## config.mk

```make
export PLATFORM = sky130hd
export DESIGN_NAME = simple_spi_slave
export DESIGN_NICKNAME = d
export VERILOG_FILES = /design/src/rtl/simple_spi_slave.sv
export SDC_FILE = /design/constraint.sdc
export NUM_CORES = 1
export LEC_CHECK = 0
export ABC_AREA = 1
export BUFFER_PORTS_ARGS = -buffer_cell sky130_fd_sc_hd__buf_2
export CORE_AREA = 8 8 71 73
export CTS_CLUSTER_SIZE = 40
export DETAILED_ROUTE_END_ITERATION = 10
export DIE_AREA = 0 0 79 81
export GPL_ROUTABILITY_DRIVEN = 0
export HOLD_SLACK_MARGIN = 0.08
export PLACE_DENSITY = 0.76
export SETUP_SLACK_MARGIN = 0.05
export SKIP_CTS_REPAIR_TIMING = 1
export SLEW_MARGIN = 25
export SYNTH_ARGS = -nofsm -noshare
export SYNTH_HDL_FRONTEND = slang
export SYNTH_SLANG_ARGS = --single-unit
```

## constraint.sdc

```tcl
create_clock -name clk -period 1.6 [get_ports clk]
set_clock_uncertainty 0.15 [all_clocks]
set_input_delay 0.16 -clock clk [delete_from_list [all_inputs] [get_ports clk]]
set_output_delay 0.16 -clock clk [all_outputs]
set_load 0.01 [all_outputs]
```

## src/rtl/simple_spi_slave.sv

```systemverilog
// SPI mode 0 slave (CPOL=0, CPHA=0), 8-bit frames, MSB first.
// SCLK/CS_n/MOSI are oversampled in the clk domain; all shifting happens on
// detected edges of the synchronized SCLK. A single holding register feeds
// the transmit shifter so a host can stream bytes under one CS assertion.
module simple_spi_slave #(
  parameter int         SYNC_STAGES = 2,
  parameter logic [7:0] IDLE_BYTE   = 8'hFF
) (
  input  logic       clk,
  input  logic       rst,
  input  logic       i_spi_clk,
  input  logic       i_spi_cs_n,
  input  logic       i_spi_mosi,
  output logic       o_spi_miso,
  output logic       o_spi_miso_oe,
  input  logic [7:0] i_tx_byte,
  input  logic       i_tx_valid,
  output logic       o_tx_ready,
  output logic       o_tx_underrun,
  output logic [7:0] o_rx_byte,
  output logic       o_rx_valid,
  output logic       o_busy
);

  // Synchronizer lane order is {mosi, cs_n, sclk}. Idle values (SCLK low,
  // CS_n high) are the reset values so leaving reset never fakes an edge.
  localparam logic [2:0] SYNC_RST = 3'b010;

  logic [SYNC_STAGES-1:0][2:0] sync_q;
  logic                        sclk_s, cs_n_s, mosi_s;
  logic                        sclk_q, cs_n_q;
  logic                        sclk_rise, sclk_fall, cs_fall, cs_rise;
  logic                        sel, cs_active;
  logic                        load, shift_en, wr;

  logic [7:0] tx_shift;
  logic [6:0] rx_shift;
  logic [2:0] bit_cnt;
  logic       byte_done;  // 8th rise seen; next SCLK fall starts a new byte
  logic [7:0] hold_byte;
  logic       hold_full;

  // Input synchronizer chain for the three SPI pins
  always_ff @(posedge clk) begin
    if (rst) begin
      for (int i = 0; i < SYNC_STAGES; i++) sync_q[i] <= SYNC_RST;
    end else begin
      sync_q[0] <= {i_spi_mosi, i_spi_cs_n, i_spi_clk};
      for (int i = 1; i < SYNC_STAGES; i++) sync_q[i] <= sync_q[i-1];
    end
  end

  assign sclk_s = sync_q[SYNC_STAGES-1][0];
  assign cs_n_s = sync_q[SYNC_STAGES-1][1];
  assign mosi_s = sync_q[SYNC_STAGES-1][2];

  // Previous synchronized SCLK / CS_n for edge detection
  always_ff @(posedge clk) begin
    if (rst) begin
      sclk_q <= 1'b0;
      cs_n_q <= 1'b1;
    end else begin
      sclk_q <= sclk_s;
      cs_n_q <= cs_n_s;
    end
  end

  assign sclk_rise = sclk_s & ~sclk_q;
  assign sclk_fall = ~sclk_s & sclk_q;
  assign cs_fall   = cs_n_q & ~cs_n_s;
  assign cs_rise   = ~cs_n_q & cs_n_s;

  // sel gates edge actions; cs_active drives the pins and lines up with the
  // register load that happens on the CS falling edge.
  assign sel       = ~cs_n_s;
  assign cs_active = ~cs_n_q;

  assign load     = sel & (cs_fall | (sclk_fall & byte_done));
  assign shift_en = sel & sclk_fall & ~byte_done & (bit_cnt != 3'd0);

  assign o_tx_ready = ~hold_full;
  assign wr         = i_tx_valid & ~hold_full;

  // Holding register: a write only lands when empty, so a write that
  // coincides with a load point fills it for the following byte.
  always_ff @(posedge clk) begin
    if (rst) begin
      hold_byte <= 8'h00;
      hold_full <= 1'b0;
    end else if (wr) begin
      hold_byte <= i_tx_byte;
      hold_full <= 1'b1;
    end else if (load) begin
      hold_full <= 1'b0;
    end
  end

  // Shift engine: load/shift TX on SCLK falls, sample RX on SCLK rises
  always_ff @(posedge clk) begin
    if (rst) begin
      tx_shift      <= IDLE_BYTE;
      rx_shift      <= '0;
      bit_cnt       <= 3'd0;
      byte_done     <= 1'b0;
      o_rx_byte     <= 8'h00;
      o_rx_valid    <= 1'b0;
      o_tx_underrun <= 1'b0;
    end else begin
      o_rx_valid    <= 1'b0;
      o_tx_underrun <= 1'b0;
      if (cs_rise) begin
        // Abort: partial byte is discarded, holding register untouched
        tx_shift  <= IDLE_BYTE;
        rx_shift  <= '0;
        bit_cnt   <= 3'd0;
        byte_done <= 1'b0;
      end else if (sel) begin
        if (load) begin
          tx_shift      <= hold_full ? hold_byte : IDLE_BYTE;
          bit_cnt       <= 3'd0;
          byte_done     <= 1'b0;
          o_tx_underrun <= ~hold_full;
        end else if (shift_en) begin
          tx_shift <= {tx_shift[6:0], 1'b0};
        end
        if (sclk_rise) begin
          rx_shift <= {rx_shift[5:0], mosi_s};
          bit_cnt  <= bit_cnt + 3'd1;
          if (bit_cnt == 3'd7) begin
            o_rx_byte  <= {rx_shift, mosi_s};
            o_rx_valid <= 1'b1;
            byte_done  <= 1'b1;
          end
        end
      end
    end
  end

  assign o_spi_miso    = cs_active & tx_shift[7];
  assign o_spi_miso_oe = cs_active;
  assign o_busy        = cs_active;

endmodule

```

==> qor.yml <==
yosys:
  synthesis.instances: 243
  synth_area_leaders: "dfxtp_1 48%, nand2_1 8.1%, nor2_1 7.7%"
  yosys_register_bits: 46
  synth_top_area_cell: "dfxtp_1"
  ys_types: 25
  synth-warning-count: 0
  netlist.area_leader.share: 0.4845
  avgSynthCellArea_um2: 7.821
  synth_fp_nets: 260
  seq_area_frac_synth: 0.4845
  netlist_area_um2: 1901
worst_setup_path:
  r2r_end: "o_rx_byte[0]"
  crit_start: "bit_cnt[0]"
  cp_data_arrival_time_ps: 1540
  cpMaxStageDelayCell: "dfxtp_2"
  path_cells: "ha_1 > ha_1 > inv_1 > nor2_4 > buf_4 > nand2_2 > clkinv_1 > nand2_1 > nand2_1"
  r2r_cells: 9
  critPathRequiredTime_ps: 1650
  crit-reg2reg-launch: "bit_cnt[0]"
  critPathMaxFanout: 5
  reg2reg_slack_ps: 110
  endpoint_kind: "register"
  max_stage_delay_ps: 340
  crit_type: "register to register"
  cp-start-kind: "register"
sta:
  fin_setup_tns_ps: 0
  hold_ws_ps: 64.88
  tightest_slew_ps: 294.6
  slew_violations: 0
  setup_ws_ps: 111.3
  fmax_mhz: 671.7
  hold_viol_final: 0
  setup_viol: 0
  min_period_ps: 1489
  rsz0062_at_grt: "no"
  maxSlewHeadroom: 0.8034
  min_period_over_period: 0.9304
power:
  p_switching_mw: 0.5060
  power_frac_seq: 0.569
  p_sw_frac: 0.2388
  combPwrFrac: 0.087
  internal_power_mw: 1.613
  irDropWorstVdd_mv: 0.6546
  clkPwrFrac: 0.344
  power_leakage_nw: 1.179
  powerDensity_nw_per_um2: 922.4
place:
  place_ws_ps: 139.1
  dp_cells: 314
  dp_hpwl_um: 2508
  numPortBuffers: 27
floorplanning:
  die_area_um2: 6399
  die_x_um: 79
  ios: 28
  core_um2: 3914
  die_h_um: 81
  rows: 23
  start_util: 0.4856
grt:
  grt_antenna_before_repair: 0
  grt_pass1_vias: 1365
  gr-total-overflow: 0
  grt_max_degree: 23
  grt_pass1_wl_um: 6037
  grt_util_all_layers: 0.1158
detailed_routing:
  viasPerCell: 4.666
  wl_met3_um: 192
  top_layer: "met4"
  wirelength_um: 3595
  first_iter_violations: 77
  firstDrtPassIters: 4
  route.met2.wl_um: 1606
  drc_errors: 0
  m1WireLength_um: 1740
  ant_nets: 0
  via_count: 1577
  wire_per_inst_um: 10.64
cts:
  tritoncts.num_buffers: 5
  clk_latency_ps: 300
  cts_tree: "yes"
  clockRootBuffer: "clkbuf_8"
  htreeDepth: 2
  cts_buffer_depth: 2
  clock-sinks: 46
  clk_pin_slew_ps: 80
cells_and_area:
  fin_nets: 304
  final_common_cell: "dfxtp_1"
  num_antenna_cells: 0
  fin_cells: 338
  area_delta_synth_final_pct: 20.87
  drive_gt1_frac: 0.2326
  layout_common_cells: "44 x dfxtp_1, 41 x nand2_1, 39 x nor2_1"
min_path:
  hp-start: "rst"
  holdPathStages: 3
  min_to: "cs_n_q"
  min_path_type: "primary input to register"
job:
  drv_cap: 0
run_status:
  run_status: "finished clean"
==> sequential cells by signal, indices dropped and copies added, names as in the netlist, 3 cells and up <==
| name | cells |
|---|---|
| bit_cnt | 3 |
| rx_shift | 7 |
| tx_shift | 8 |
| sync_q | 3 |
| o_rx_byte | 8 |
| hold_byte | 8 |
==> worst max path at each step <==
stage                         endpoint  slack [ps]  depth (start not counted)
after floorplan            tx_shift[5]         250                          9
after global placement    o_rx_byte[1]         150                          7
after detailed placement  o_rx_byte[1]         140                          7
after CTS                 o_rx_byte[1]         110                          7
after global routing      o_rx_byte[1]          50                          6
final                     o_rx_byte[0]         110                          9
==> cell type report <==
| class | instances | area (um^2) |
|---|---|---|
| Clock buffer | 6 | 82.58 |
| Clock inverter | 2 | 12.51 |
| Fill cell | 371 | 1617 |
| Inverter | 38 | 150.1 |
| Multi-Input combinational cell | 151 | 758.2 |
| Sequential cell | 46 | 923.4 |
| Tap cell | 50 | 62.56 |
| Timing Repair Buffer | 45 | 307.8 |
==> cells in the mapped netlist <==
master and number:
o21ai_0 18, a21oi_2 1, nor2_1 39, a21oi_1 12
nor3_1 1, nand3_2 4, buf_6 5, clkinv_1 1
o21ai_2 7, o21ai_4 1, buf_2 1, nand2_2 3
nand3_1 13, inv_2 6, buf_4 1, nand2_1 41
inv_1 30, nand2_4 1, or2_2 2, dfxtp_1 46
nor2_4 1, clkbuf_2 1, ha_1 3, o21ai_1 4
inv_6 1
==> routing by layer <==
layer	track usage	up-vias
met5	0	-
met2	0.1865	38
met1	0.1397	692
met4	0.05185	0
li1	-	843
met3	0.03532	4
==> worst max-delay path, delay by kind of cell, from the launching register on <==
family | cells | cell delay, ps
adder cells (fa/ha/maj) | 2 | 360
flip-flops | 1 | 340
buffers and inverters | 3 | 310
AND/OR/NAND/NOR | 4 | 220
==> power by group through the flow <==
stage	Sequential, mW	Clock (mW)	Combinational (mW)
final	1.21	0.728	0.185
after detailed placement	1.23	0	0.158
after global routing	1.21	0.802	0.214
after global placement	1.23	0	0.154
after CTS	1.21	0.754	0.158
after floorplan	1.23	0	0.128
==> through the flow <==
stage,total power [mW],util,cell area (um^2)
after global placement,1.385,0.5211,2039
after floorplan,1.355,-,1901
final,2.119,0.5870,2297
after detailed placement,1.390,0.5211,2039
after global routing,2.227,0.5870,2297
after CTS,2.118,0.5454,2135
==> logic make-up (layout without fill, tap and decap cells) <==
| kind of cell | count (synthesis) | count (layout) | share of synthesized area |
|---|---|---|---|
| compound gates | 43 | 43 | 0.1350 |
| buf+inv | 46 | 91 | 0.1165 |
| fa+ha+maj | 3 | 3 | 0.01975 |
| flops | 46 | 46 | 0.4845 |
| simple gates | 105 | 105 | 0.2442 |
No activity file was read; power rests on OpenSTA's default activity.
